[src/rtl/sevenseg_mux_display.sv]
// Time-multiplexed seven-segment driver: shadow-latched digits, programmable scan
// rate, hex/decimal glyphs, per-digit dp/blank, leading-zero suppression, polarity.
module sevenseg_mux_display #(
  parameter int DIGITS         = 4,
  parameter int CLK_DIV        = 50000,
  parameter int HEX_MODE       = 1,
  parameter int LZ_SUPPRESS    = 0,
  parameter int SEG_ACTIVE_LOW = 0,
  parameter int SEL_ACTIVE_LOW = 0
) (
  input  logic                  clk,
  input  logic                  rst,
  input  logic [4*DIGITS-1:0]   data,
  input  logic [DIGITS-1:0]     dp_in,
  input  logic [DIGITS-1:0]     blank,
  input  logic                  load,
  output logic [6:0]            segments,
  output logic                  dp,
  output logic [DIGITS-1:0]     digit_sel,
  output logic                  tick
);

  localparam int CW = (CLK_DIV > 1) ? $clog2(CLK_DIV) : 1;
  localparam int IW = (DIGITS > 1) ? $clog2(DIGITS) : 1;
  localparam logic SEG_INV = (SEG_ACTIVE_LOW != 0);
  localparam logic SEL_INV = (SEL_ACTIVE_LOW != 0);

  logic [CW-1:0]         cnt_q, cnt_d;
  logic [IW-1:0]         idx_q, idx_d;
  logic [4*DIGITS-1:0]   data_sh_q, data_sh_d;
  logic [DIGITS-1:0]     dp_sh_q, dp_sh_d;
  logic [DIGITS-1:0]     blank_sh_q, blank_sh_d;
  logic                  tick_q, tick_d;
  logic [6:0]            seg_q, seg_d;
  logic                  dp_q, dp_d;
  logic [DIGITS-1:0]     sel_q, sel_d;

  logic                  wrap;
  logic                  lead;
  logic [DIGITS-1:0]     supp;
  logic [3:0]            nib;
  logic                  dark;
  logic                  pt;
  logic [DIGITS-1:0]     sel_raw;
  logic [6:0]            seg_raw;

  function automatic logic [6:0] glyph(input logic [3:0] n);
    logic [6:0] g;
    case (n)
      4'h0: g = 7'b1111110;
      4'h1: g = 7'b0110000;
      4'h2: g = 7'b1101101;
      4'h3: g = 7'b1111001;
      4'h4: g = 7'b0110011;
      4'h5: g = 7'b1011011;
      4'h6: g = 7'b1011111;
      4'h7: g = 7'b1110000;
      4'h8: g = 7'b1111111;
      4'h9: g = 7'b1110011;
      4'hA: g = 7'b1110111;
      4'hB: g = 7'b0011111;
      4'hC: g = 7'b1001110;
      4'hD: g = 7'b0111101;
      4'hE: g = 7'b1001111;
      default: g = 7'b1000111;
    endcase
    if (HEX_MODE == 0 && n > 4'd9) g = 7'b0000000;
    return g;
  endfunction

  // Scan timing and shadow capture.
  always_comb begin
    wrap       = (cnt_q == CW'(CLK_DIV - 1));
    cnt_d      = wrap ? '0 : cnt_q + CW'(1);
    idx_d      = idx_q;
    if (wrap) idx_d = (idx_q == IW'(DIGITS - 1)) ? '0 : idx_q + IW'(1);
    tick_d     = wrap;
    data_sh_d  = load ? data  : data_sh_q;
    dp_sh_d    = load ? dp_in : dp_sh_q;
    blank_sh_d = load ? blank : blank_sh_q;
  end

  // A digit stays suppressed only while every nibble from the top down to it is
  // zero and no dp has been requested at or above it.
  always_comb begin
    lead = (LZ_SUPPRESS != 0);
    supp = '0;
    for (int k = DIGITS - 1; k >= 0; k--) begin
      if (dp_sh_q[k] || (data_sh_q[4*k +: 4] != 4'h0)) lead = 1'b0;
      supp[k] = lead && (k != 0);
    end
  end

  // Outputs come from the pre-edge index and shadows so a digit never mixes frames.
  always_comb begin
    nib     = 4'h0;
    dark    = 1'b0;
    pt      = 1'b0;
    sel_raw = '0;
    for (int k = 0; k < DIGITS; k++) begin
      if (idx_q == IW'(k)) begin
        nib        = data_sh_q[4*k +: 4];
        dark       = blank_sh_q[k] | supp[k];
        pt         = dp_sh_q[k];
        sel_raw[k] = 1'b1;
      end
    end
    seg_raw = dark ? 7'b0000000 : glyph(nib);
    seg_d   = seg_raw ^ {7{SEG_INV}};
    dp_d    = (pt & ~dark) ^ SEG_INV;
    sel_d   = sel_raw ^ {DIGITS{SEL_INV}};
  end

  always_ff @(posedge clk) begin
    if (rst) begin
      cnt_q      <= '0;
      idx_q      <= '0;
      data_sh_q  <= '0;
      dp_sh_q    <= '0;
      blank_sh_q <= '0;
      tick_q     <= 1'b0;
      seg_q      <= {7{SEG_INV}};
      dp_q       <= SEG_INV;
      sel_q      <= {DIGITS{SEL_INV}};
    end else begin
      cnt_q      <= cnt_d;
      idx_q      <= idx_d;
      data_sh_q  <= data_sh_d;
      dp_sh_q    <= dp_sh_d;
      blank_sh_q <= blank_sh_d;
      tick_q     <= tick_d;
      seg_q      <= seg_d;
      dp_q       <= dp_d;
      sel_q      <= sel_d;
    end
  end

  assign segments  = seg_q;
  assign dp        = dp_q;
  assign digit_sel = sel_q;
  assign tick      = tick_q;

endmodule

[config.mk]
export PLATFORM = sky130hd
export DESIGN_NAME = sevenseg_mux_display
export DESIGN_NICKNAME = d
export VERILOG_FILES = /design/src/rtl/sevenseg_mux_display.sv
export SDC_FILE = /design/constraint.sdc
export NUM_CORES = 1
export LEC_CHECK = 0
export BUFFER_PORTS_ARGS = -buffer_cell sky130_fd_sc_hd__buf_2
export CAP_MARGIN = 0
export CORE_MARGIN = 4
export CORE_UTILIZATION = 50
export CTS_CLUSTER_SIZE = 8
export DETAILED_ROUTE_END_ITERATION = 8
export PLACE_DENSITY_LB_ADDON = 0.15
export SETUP_SLACK_MARGIN = 0.2
export SYNTH_ARGS = -nofsm -noshare
export SYNTH_HDL_FRONTEND = slang
export SYNTH_SLANG_ARGS = --single-unit
[constraint.sdc]
create_clock -name clk -period 2.5 [get_ports clk]
set_input_delay 0.5 -clock clk [delete_from_list [all_inputs] [get_ports clk]]
set_output_delay 0.5 -clock clk [all_outputs]
set_load 0.05 [all_outputs]
==> results of run 1 <==
[registers in the layout (all words and copies together), names as in the netlist]
register,flops
dp_sh_q,4
digit_sel,4
tick,1
cnt_q,16
data_sh_q,16
segments,7
idx_q,2
blank_sh_q,4
dp,1
[per-layer routing]
metal / track usage / up-vias / part of all wire
li1: - / 976 / -
met1: 0.2207 / 878 / 0.50
met2: 0.2621 / 30 / 0.45
met3: 0.03837 / 4 / 0.046
met4: 0.04467 / 0 / 0.0073
met5: 0 / - / 0
[synth_stat cells (4+ instances only)]
cell      count
xnor2_1       6
a21oi_1       9
dfxtp_1      55
nand2_1      11
nor2_1       49
nand3_1       6
ha_1         12
nand2b_1      5
mux2i_1      25
inv_1        12
nor2b_1       5
xor2_1        8
buf_2         5
buf_6         4
[cell type report]
type                    instances  share of cell area
multi-input cells             181              0.4568
flip-flops and latches         55              0.3711
repair buffers                 50             0.09446
well taps                      67             0.02813
clock buffers                   6             0.02435
inverters                      12             0.01511
clock inverters                 1             0.01008
[where the power goes]
group | internal [mW] | switching [mW]
clock | 0.294 | 0.260
sequential | 0.914 | 0.0216
combinational | 0.0905 | 0.136
[worst paths after layout]
kind                            slack (ns)  cells past startpoint            to
worst max-delay path                  0.30                     11   segments[3]
worst min-delay path                  0.43                      3  data_sh_q[1]
worst max register to register        0.30                     11   segments[3]
worst min register to register        0.46                      1      cnt_q[0]
[worst max-delay path, stage by stage (launching register included)]
cell and delay [ns]:
dfxtp_4 0.36, inv_1 0.09, ha_4 0.21, nor2b_4 0.13
a221o_1 0.32, a22oi_2 0.20, inv_2 0.08, ha_2 0.34
inv_2 0.05, a211oi_2 0.13, a31oi_1 0.07, a21oi_2 0.14
[cells by family (layout without fill, tap and decap cells)]
kind of cell,Yosys count,count (layout)
AND/OR/NAND/NOR,96,96
multiplexers,26,26
AO/OA/AOI/OAI,33,33
adder cells (fa/ha/maj),12,12
flip-flops,55,55
buffers and inverters,26,69
XOR/XNOR,14,14
[cells in the final DEF (no fill, tap or decap), types with 6 or more instances in the layout]
| cell type | Yosys | final |
|---|---|---|
| ha_1 | 12 | 6 |
| inv_1 | 12 | 8 |
| dfxtp_1 | 55 | 53 |
| xor2_1 | 8 | 8 |
| a21oi_1 | 9 | 8 |
| mux2i_1 | 25 | 25 |
| xnor2_1 | 6 | 6 |
| buf_2 | 5 | 39 |
| buf_4 | 1 | 10 |
| nand2_1 | 11 | 11 |
| nor2_1 | 49 | 49 |
| nand3_1 | 6 | 6 |
[repair_timing]
item | 4_1_cts | 5_1_grt
setup endpoints to repair | 2 | 2
pin swaps | 0 | 2
resized for setup | 8 | 9
setup buffers | 0 | 2
==> impl_metrics.env, run 1 <==
export IMPL_drt_initial_drc_count=97
export IMPL_timing_worst_setup_path_type="reg2reg"
export IMPL_grt_first_pass_wirelength_microns=8286
export IMPL_route_vias_total=1888
export IMPL_fin_nets=344
export IMPL_whs_ns=0.4328
export IMPL_design_die_area_sq_um=6318
export IMPL_cts_htree_levels=2
export IMPL_port_buffer_count=39
export IMPL_fill_cells=445
export IMPL_share_of_the_synthesized_area_in_compound_gates_ao_oa_aoi_oai=0.1131
export IMPL_startpoint_type="register"
export IMPL_fp_row_count=25
export IMPL_synth_edff_count=0
export IMPL_synth_main_ff_cell="dfxtp_1"
export IMPL_slew_violations=0
export IMPL_core_area_sq_um=4848
export IMPL_diodes=0
export IMPL_final_core_util=0.6147
export IMPL_tritoncts_num_sinks=55
export IMPL_timing_final_crit_period_ns=2.196
export IMPL_post_route_drc_violation_count=0
export IMPL_worstPathRequired_ns=2.72
export IMPL_gp_routability_congestion=0.7858
export IMPL_synthAdderAreaFrac=0.05877
export IMPL_synth_seq_area_share=0.4310
export IMPL_grt_antenna_before_repair=0
export IMPL_vdd_drop_max_mv=0.4024
export IMPL_power_density_cell_area_nw_per_um2=575.8
export IMPL_multi_input_area_sq_um=1361
export IMPL_synthesis_area_per_instance_sq_um=9.752
export IMPL_mappedNetlistArea_sq_um=2555
export IMPL_pin_count=40
export IMPL_ys_ff_latch=55
export IMPL_finClkSkew_ns=0.005895
export IMPL_crit_path_max_fo=6
export IMPL_wirelength_microns=4823
export IMPL_synth_cells=262
export IMPL_timing_max_cap_violations=0
export IMPL_postPlaceCellArea_sq_um=2811
export IMPL_post_synth_top_area_fraction=0.4310
export IMPL_timing_setup_tns_ns=0
export IMPL_timing_hold_worst_start="data[1]"
export IMPL_post_route_cell_area_sq_um=2980
export IMPL_initial_utilization=0.5270
export IMPL_post_dp_hpwl_microns=3574
export IMPL_tightest_slew_ns=0.7252
export IMPL_ctsHoldBuffers=0
export IMPL_synth_async_sr_flop_share=0
export IMPL_cts_root_to_sink_buffers=2
export IMPL_critPathCaptureType="register"
export IMPL_number_of_search_and_repair_iterations_in_the_first_detailed_routing_pass=4
export IMPL_layout_cells_non_filler=372
export IMPL_design_power_total_mw=1.716
export IMPL_ys_warn_count=0
export IMPL_syn2layout_area_growth_pct=16.65
export IMPL_die_height_microns=79.49
export IMPL_min_path_type="in2reg"
export IMPL_synthTopCellsByArea="dfxtp_1 (43%), mux2i_1 (9.8%), nor2_1 (7.2%)"
export IMPL_path_clk_slew_ns=0.09
export IMPL_reg2reg_from="idx_q[0]"
export IMPL_grt_overflow_total=0
export IMPL_viasPerCell=5.075
export IMPL_finalHoldViolCount=0
export IMPL_critPathArrivalTime_ns=2.42
export IMPL_dominant_combinational_cell_family_by_area_after_synthesis="simple AND/OR/NAND/NOR gates"
export IMPL_synth_largest_area_cell="dfxtp_1"
export IMPL_finalSetupViolCount=0
export IMPL_detail_route_antenna_nets=0
export IMPL_min_period_over_period=0.8782
export IMPL_timing_slew_headroom=0.5165
export IMPL_synth_simple_area_share=0.1929
export IMPL_place_inst=363
export IMPL_place_ws_ns=0.1383
export IMPL_synth_area_mux_share=0.1024
export IMPL_wl_per_cell_microns=12.97
export IMPL_run_status="finished, final reports clean"
export IMPL_achievable_frequency_ghz=0.4555
export IMPL_p_leak_nw=1.275
export IMPL_net_count_of_the_mapped_netlist=301
export IMPL_ff_latch_area_sq_um=1106
export IMPL_critical_path_startpoint="idx_q[0]"
export IMPL_insertion_delay_ns=0.29
export IMPL_die_width_microns=79.49
export IMPL_grt_setup_unrepaired="no"
export IMPL_groute_usage_overall=0.1639
export IMPL_synth_xor_area_share=0.04799
export IMPL_fin_ws_ns=0.3044
export IMPL_post_synth_num_cell_types=47
export IMPL_cts_root_buf="clkbuf_8"
export IMPL_layout_drive_gt1_share=0.2656
export IMPL_first_global_vias=1835
export IMPL_tritoncts_clock_tree="built"
export IMPL_tritoncts_num_buffers=5
export IMPL_grt_start_max_net_pins=25
No activity file was read; power rests on OpenSTA's default activity.
==> run 2, diff against run 1 <==
- CELL_PAD_IN_SITES_DETAIL_PLACEMENT: not set -> 1
- CELL_PAD_IN_SITES_GLOBAL_PLACEMENT: not set -> 1
- CORE_UTILIZATION: 50 -> 39
- CTS_CLUSTER_SIZE: 8 -> not set
==> run 2 against run 1 <==
Net effect: die area increased by 25%; sequential power barely moved; global-route usage shrank 1.9 points; wire length increased by 13%; first-iteration DRC count down 55%; final cell count increased by 3.0%; non-clock buffer count did not move; clock power increased by 9.7%; hold slack worse by 0.013 ns; clock skew up 0.0015 ns; combinational power hardly changed; largest power group unchanged.
==> impl_metrics.env, run 2 (synthesis gave the netlist of run 1 again) <==
export IMPL_run_status="finished, final reports clean"
export IMPL_critical_path_startpoint="idx_q[0]"
export IMPL_port_buffer_count=39
export IMPL_post_route_drc_violation_count=0
export IMPL_cts_root_buf="clkbuf_8"
export IMPL_grt_setup_unrepaired="yes"
export IMPL_number_of_search_and_repair_iterations_in_the_first_detailed_routing_pass=3
export IMPL_timing_max_cap_violations=0
export IMPL_design_die_area_sq_um=7910
export IMPL_grt_first_pass_wirelength_microns=8811
export IMPL_vdd_drop_max_mv=0.3571
export IMPL_fp_row_count=29
export IMPL_slew_violations=0
export IMPL_wirelength_microns=5432
export IMPL_place_ws_ns=0.1890
export IMPL_insertion_delay_ns=0.31
export IMPL_r2r_end="segments[3]"
export IMPL_endpoint="segments[3]"
export IMPL_drt_initial_drc_count=44
export IMPL_min_period_over_period=0.8673
export IMPL_reg2reg_from="idx_q[0]"
export IMPL_fill_cells=755
export IMPL_first_global_vias=1899
export IMPL_finalSetupViolCount=0
export IMPL_r2r_cells=10
export IMPL_tightest_slew_ns=0.7224
export IMPL_post_route_cell_area_sq_um=2978
export IMPL_grt_overflow_total=0
export IMPL_wl_per_cell_microns=14.18
export IMPL_post_dp_hpwl_microns=4054
export IMPL_layout_cells_most_common="dfxtp_1"
export IMPL_fin_nets=344
export IMPL_finClkSkew_ns=0.007424
export IMPL_groute_usage_overall=0.1447
export IMPL_timing_setup_tns_ns=0
export IMPL_core_area_sq_um=6350
export IMPL_p_leak_nw=1.286
export IMPL_syn2layout_area_growth_pct=16.55
export IMPL_timing_final_crit_period_ns=2.168
export IMPL_diodes=0
export IMPL_die_width_microns=88.94
export IMPL_min_path_type="in2reg"
export IMPL_crit_path_max_fo=6
export IMPL_initial_utilization=0.4024
export IMPL_gp_routability_congestion=0.7886
export IMPL_timing_hold_worst_start="dp_in[1]"
export IMPL_commonest_cells_after_routing_fill_and_taps_aside="dfxtp_1 (53), nor2_1 (49), buf_2 (39), mux2i_1 (25)"
export IMPL_fin_ws_ns=0.3316
export IMPL_grt_start_max_net_pins=33
export IMPL_timing_slew_headroom=0.5184
export IMPL_timing_worst_setup_path_type="reg2reg"
export IMPL_ctsHoldBuffers=0
export IMPL_achievable_frequency_ghz=0.4612
export IMPL_postPlaceCellArea_sq_um=2824
export IMPL_detail_route_antenna_nets=0
export IMPL_viasPerCell=4.932
export IMPL_tritoncts_num_buffers=5
export IMPL_cts_root_to_sink_buffers=2
export IMPL_startpoint_type="register"
export IMPL_cts_htree_levels=2
export IMPL_tritoncts_num_sinks=55
export IMPL_tritoncts_clock_tree="built"
export IMPL_power_density_cell_area_nw_per_um2=595.5
export IMPL_die_height_microns=88.94
export IMPL_critPathArrivalTime_ns=2.37
export IMPL_pin_count=40
export IMPL_path_clk_slew_ns=0.09
export IMPL_layout_drive_gt1_share=0.2549
export IMPL_design_power_total_mw=1.773
export IMPL_finalHoldViolCount=0
export IMPL_reg2reg_setup_slack_ns=0.33
export IMPL_grt_antenna_before_repair=0
export IMPL_worstPathRequired_ns=2.70
export IMPL_critPathCaptureType="register"
export IMPL_route_vias_total=1889
run 2: changes by cell type in the layout (fill, tap and decap cells not counted), sizes merged:
cell | before | now
clkinv | 0 | 1
run 2: worst min path at each step:
stage / end / depth (start not counted)
after global routing: data_sh_q[0] / 3
after global placement: cnt_q[0] / 1
after detailed placement: cnt_q[0] / 1
final: dp_sh_q[1] / 3
after CTS: dp_sh_q[1] / 3
after floorplan: cnt_q[0] / 1
run 2: area by class of cell:
| cell class | instances | area (sq um) | share of cell area |
|---|---|---|---|
| repair buffers | 50 | 277.8 | 0.09328 |
| clock buffers | 6 | 82.58 | 0.02773 |
| multi-input cells | 181 | 1338 | 0.4492 |
| flip-flops and latches | 55 | 1104 | 0.3706 |
| inverters | 12 | 45.04 | 0.01513 |
| well taps | 77 | 96.34 | 0.03235 |
| clock inverters | 2 | 35.03 | 0.01176 |
run 2: per-layer routing:
layer  wire, microns  up-vias  global-route usage
met2            2617       29              0.2443
met3             304        7             0.04240
li1                -      973                   -
met1            2441      880              0.1784
met5               0        -                   0
met4              68        0             0.04465
run 2: report_power, final:
group | internal, mW | leakage, nW | total, mW | switching, mW
sequential | 0.915 | 0.452 | 0.937 | 0.0219
combinational | 0.0918 | 0.773 | 0.228 | 0.136
clock | 0.324 | 0.0612 | 0.608 | 0.284
total | 1.33 | 1.29 | 1.77 | 0.442
run 2: critical path, cell delays in order (launching register included):
cell and delay (ns):
dfxtp_2 0.37, inv_1 0.10, ha_4 0.21, nor2b_4 0.13
a221o_1 0.31, a22oi_2 0.19, buf_4 0.18, ha_1 0.25
nand2b_1 0.08, a31oi_1 0.16, a21oi_1 0.08
run 2: stage by stage:
step / hold WS, ns / cells / util
floorplan: 0.4175 / 262 / -
global placement: 0.4307 / 373 / 0.4447
detailed placement: 0.4424 / 373 / 0.4447
CTS: 0.4092 / 381 / 0.4634
global route: 0.4122 / 383 / 0.4690
finish: 0.4200 / 383 / 0.4690
run 2: what timing repair did:
action                                  in CTS  in global routing
setup buffers                                0                  2
endpoints found under the setup margin       2                  6
resized for setup                            2                  7
hold endpoints to repair                     0                  0
pin swaps                                    0                  1
==> run 3, diff against run 2 <==
- RECOVER_POWER: not set -> 100
==> run 3 against run 2 <==
Net effect: clock power about the same; clock skew about the same; power decreased by 0.22%; critical path depth unchanged; clock-buffer cell count unchanged; fmax decreased by 2.0%; setup slack got worse by 0.044 ns; largest power group unchanged; critical path type unchanged; final cell count unchanged; hold slack about the same; the flow now finishes with violations (capacitance limit, slew limit); sequential power about the same.
==> impl_metrics.env, run 3 (synthesis gave the netlist of run 1 again) <==
export IMPL_finalSetupViolCount=0
export IMPL_grt_antenna_before_repair=0
export IMPL_insertion_delay_ns=0.31
export IMPL_series_of_cell_instances_along_the_critical_path="inv_1 -> ha_1 -> nor2b_4 -> a221o_1 -> a22oi_2 -> buf_4 -> ha_1 -> nand2b_1 -> a31oi_1 -> a21oi_1"
export IMPL_die_width_microns=88.94
export IMPL_gp_routability_congestion=0.7886
export IMPL_port_buffer_count=39
export IMPL_tritoncts_num_sinks=55
export IMPL_initial_utilization=0.4024
export IMPL_layout_cells_most_common="dfxtp_1"
export IMPL_fp_row_count=29
export IMPL_holdPathEnd="dp_sh_q[1]"
export IMPL_diodes=0
export IMPL_p_leak_nw=1.227
export IMPL_place_inst=373
export IMPL_post_route_drc_violation_count=0
export IMPL_post_dp_hpwl_microns=4054
export IMPL_drt_initial_drc_count=48
export IMPL_grt_start_max_net_pins=33
export IMPL_wirelength_microns=5454
export IMPL_detail_route_antenna_nets=0
export IMPL_core_area_sq_um=6350
export IMPL_place_ws_ns=0.1890
export IMPL_tightest_slew_ns=1.732
export IMPL_fill_cells=765
export IMPL_crit_path_max_fo=6
export IMPL_finClkSkew_ns=0.007797
export IMPL_whs_path_depth=3
export IMPL_path_clk_slew_ns=0.09
export IMPL_timing_final_crit_period_ns=2.212
export IMPL_slew_violations=25
export IMPL_worstPathRequired_ns=2.69
export IMPL_worst_path_dominant_cell_family="compound AO/OA/AOI/OAI gates"
export IMPL_tritoncts_clock_tree="built"
export IMPL_design_die_area_sq_um=7910
export IMPL_r2r_end="segments[3]"
export IMPL_grt_setup_unrepaired="yes"
export IMPL_grt_overflow_total=0
export IMPL_first_global_vias=1899
export IMPL_route_vias_total=1881
export IMPL_die_height_microns=88.94
export IMPL_multi_input_area_sq_um=1330
export IMPL_min_period_over_period=0.8849
export IMPL_cts_root_to_sink_buffers=2
export IMPL_timing_max_cap_violations=1
export IMPL_timing_slew_headroom=-0.1547
export IMPL_layout_drive_gt1_share=0.1928
export IMPL_startpoint_type="register"
export IMPL_wl_per_cell_microns=14.24
export IMPL_timing_setup_tns_ns=0
export IMPL_ff_latch_area_sq_um=1102
export IMPL_cts_root_buf="clkbuf_8"
export IMPL_ctsHoldBuffers=0
export IMPL_timing_hold_worst_start="dp_in[1]"
export IMPL_worst_path_max_delay_cell="dfxtp_1"
export IMPL_reg2reg_from="idx_q[1]"
export IMPL_cp_buffers_inverters=2
export IMPL_critPathArrivalTime_ns=2.40
export IMPL_timing_worst_setup_path_type="reg2reg"
export IMPL_commonest_cells_after_routing_fill_and_taps_aside="dfxtp_1 (54), nor2_1 (49), mux2i_1 (25), buf_2 (25), clkbuf_1 (16)"
export IMPL_vdd_drop_max_mv=0.3553
export IMPL_viasPerCell=4.911
export IMPL_reg2reg_setup_slack_ns=0.29
export IMPL_groute_usage_overall=0.1447
export IMPL_tritoncts_num_buffers=5
export IMPL_r2r_cells=10
export IMPL_run_status="finished, violations left"
export IMPL_layout_cells_non_filler=383
export IMPL_number_of_search_and_repair_iterations_in_the_first_detailed_routing_pass=4
export IMPL_critical_path_most_common_cell="ha_1"
export IMPL_cp_slowest_stage_delay_ns=0.34
export IMPL_cts_htree_levels=2
export IMPL_finalHoldViolCount=0
export IMPL_min_path_type="in2reg"
export IMPL_failed_checks="capacitance limit, slew limit"
export IMPL_grt_first_pass_wirelength_microns=8811
export IMPL_critPathCaptureType="register"
export IMPL_fin_nets=344
export IMPL_syn2layout_area_growth_pct=15.13
export IMPL_power_density_cell_area_nw_per_um2=601.6
export IMPL_achievable_frequency_ghz=0.4520
export IMPL_pin_count=40
export IMPL_final_core_util=0.4633
export IMPL_fin_ws_ns=0.2878
-- run 3: worst max path at each step --
stage / cells after the start / slack [ns] / to / start
after floorplan: 9 / 0.22 / segments[0] / idx_q[1]
after global placement: 11 / 0.26 / segments[3] / idx_q[0]
after global routing: 8 / 0.08 / segments[4] / idx_q[1]
after CTS: 11 / 0.23 / segments[3] / idx_q[0]
final: 10 / 0.29 / segments[3] / idx_q[1]
after detailed placement: 11 / 0.19 / segments[3] / idx_q[0]
-- run 3: timing repair --
item | 4_1_cts | 5_1_grt
pin swaps | 0 | 1
setup buffers | 0 | 2
resized for setup | 2 | 7
endpoints found under the setup margin | 2 | 6
-- run 3: cell type report --
cell class                 instances  share of cell area
tap                               77             0.03275
timing repair buffer              50             0.08507
sequential                        55              0.3747
clock buffer                       6             0.02807
inverter                          12             0.01531
multi-input combinational        181              0.4521
clock inverter                     2             0.01191
-- run 3: metrics by stage --
| step | total power, mW | hold WS, ns | cell area [sq um] |
|---|---|---|---|
| 3_5_place_dp | 1.187 | 0.4424 | 2824 |
| 5_1_grt | 1.856 | 0.4126 | 2942 |
| 3_3_place_gp | 1.183 | 0.4307 | 2824 |
| 4_1_cts | 1.804 | 0.4092 | 2943 |
| 6_report | 1.770 | 0.4198 | 2942 |
| 2_1_floorplan | 1.118 | 0.4175 | 2557 |
-- run 3: worst reg2reg max path, delay by kind of cell, from the launching register on --
kind,cells,cell delay (ns)
simple gates,2,0.14
buf+inv,2,0.31
fa+ha+maj,2,0.55
compound gates,4,0.74
flops,1,0.34
-- run 3: metal layers --
layer	up-vias	GRT usage	share of wire
met2	29	0.2443	0.48
met4	0	0.04465	0.012
met1	872	0.1784	0.45
li1	973	-	-
met5	-	0	0
met3	7	0.04240	0.058
-- run 3: where the power goes --
group	switching, mW	total (mW)	internal, mW
logic	0.136	0.224	0.0879
clock network	0.283	0.608	0.324
registers	0.0221	0.938	0.916
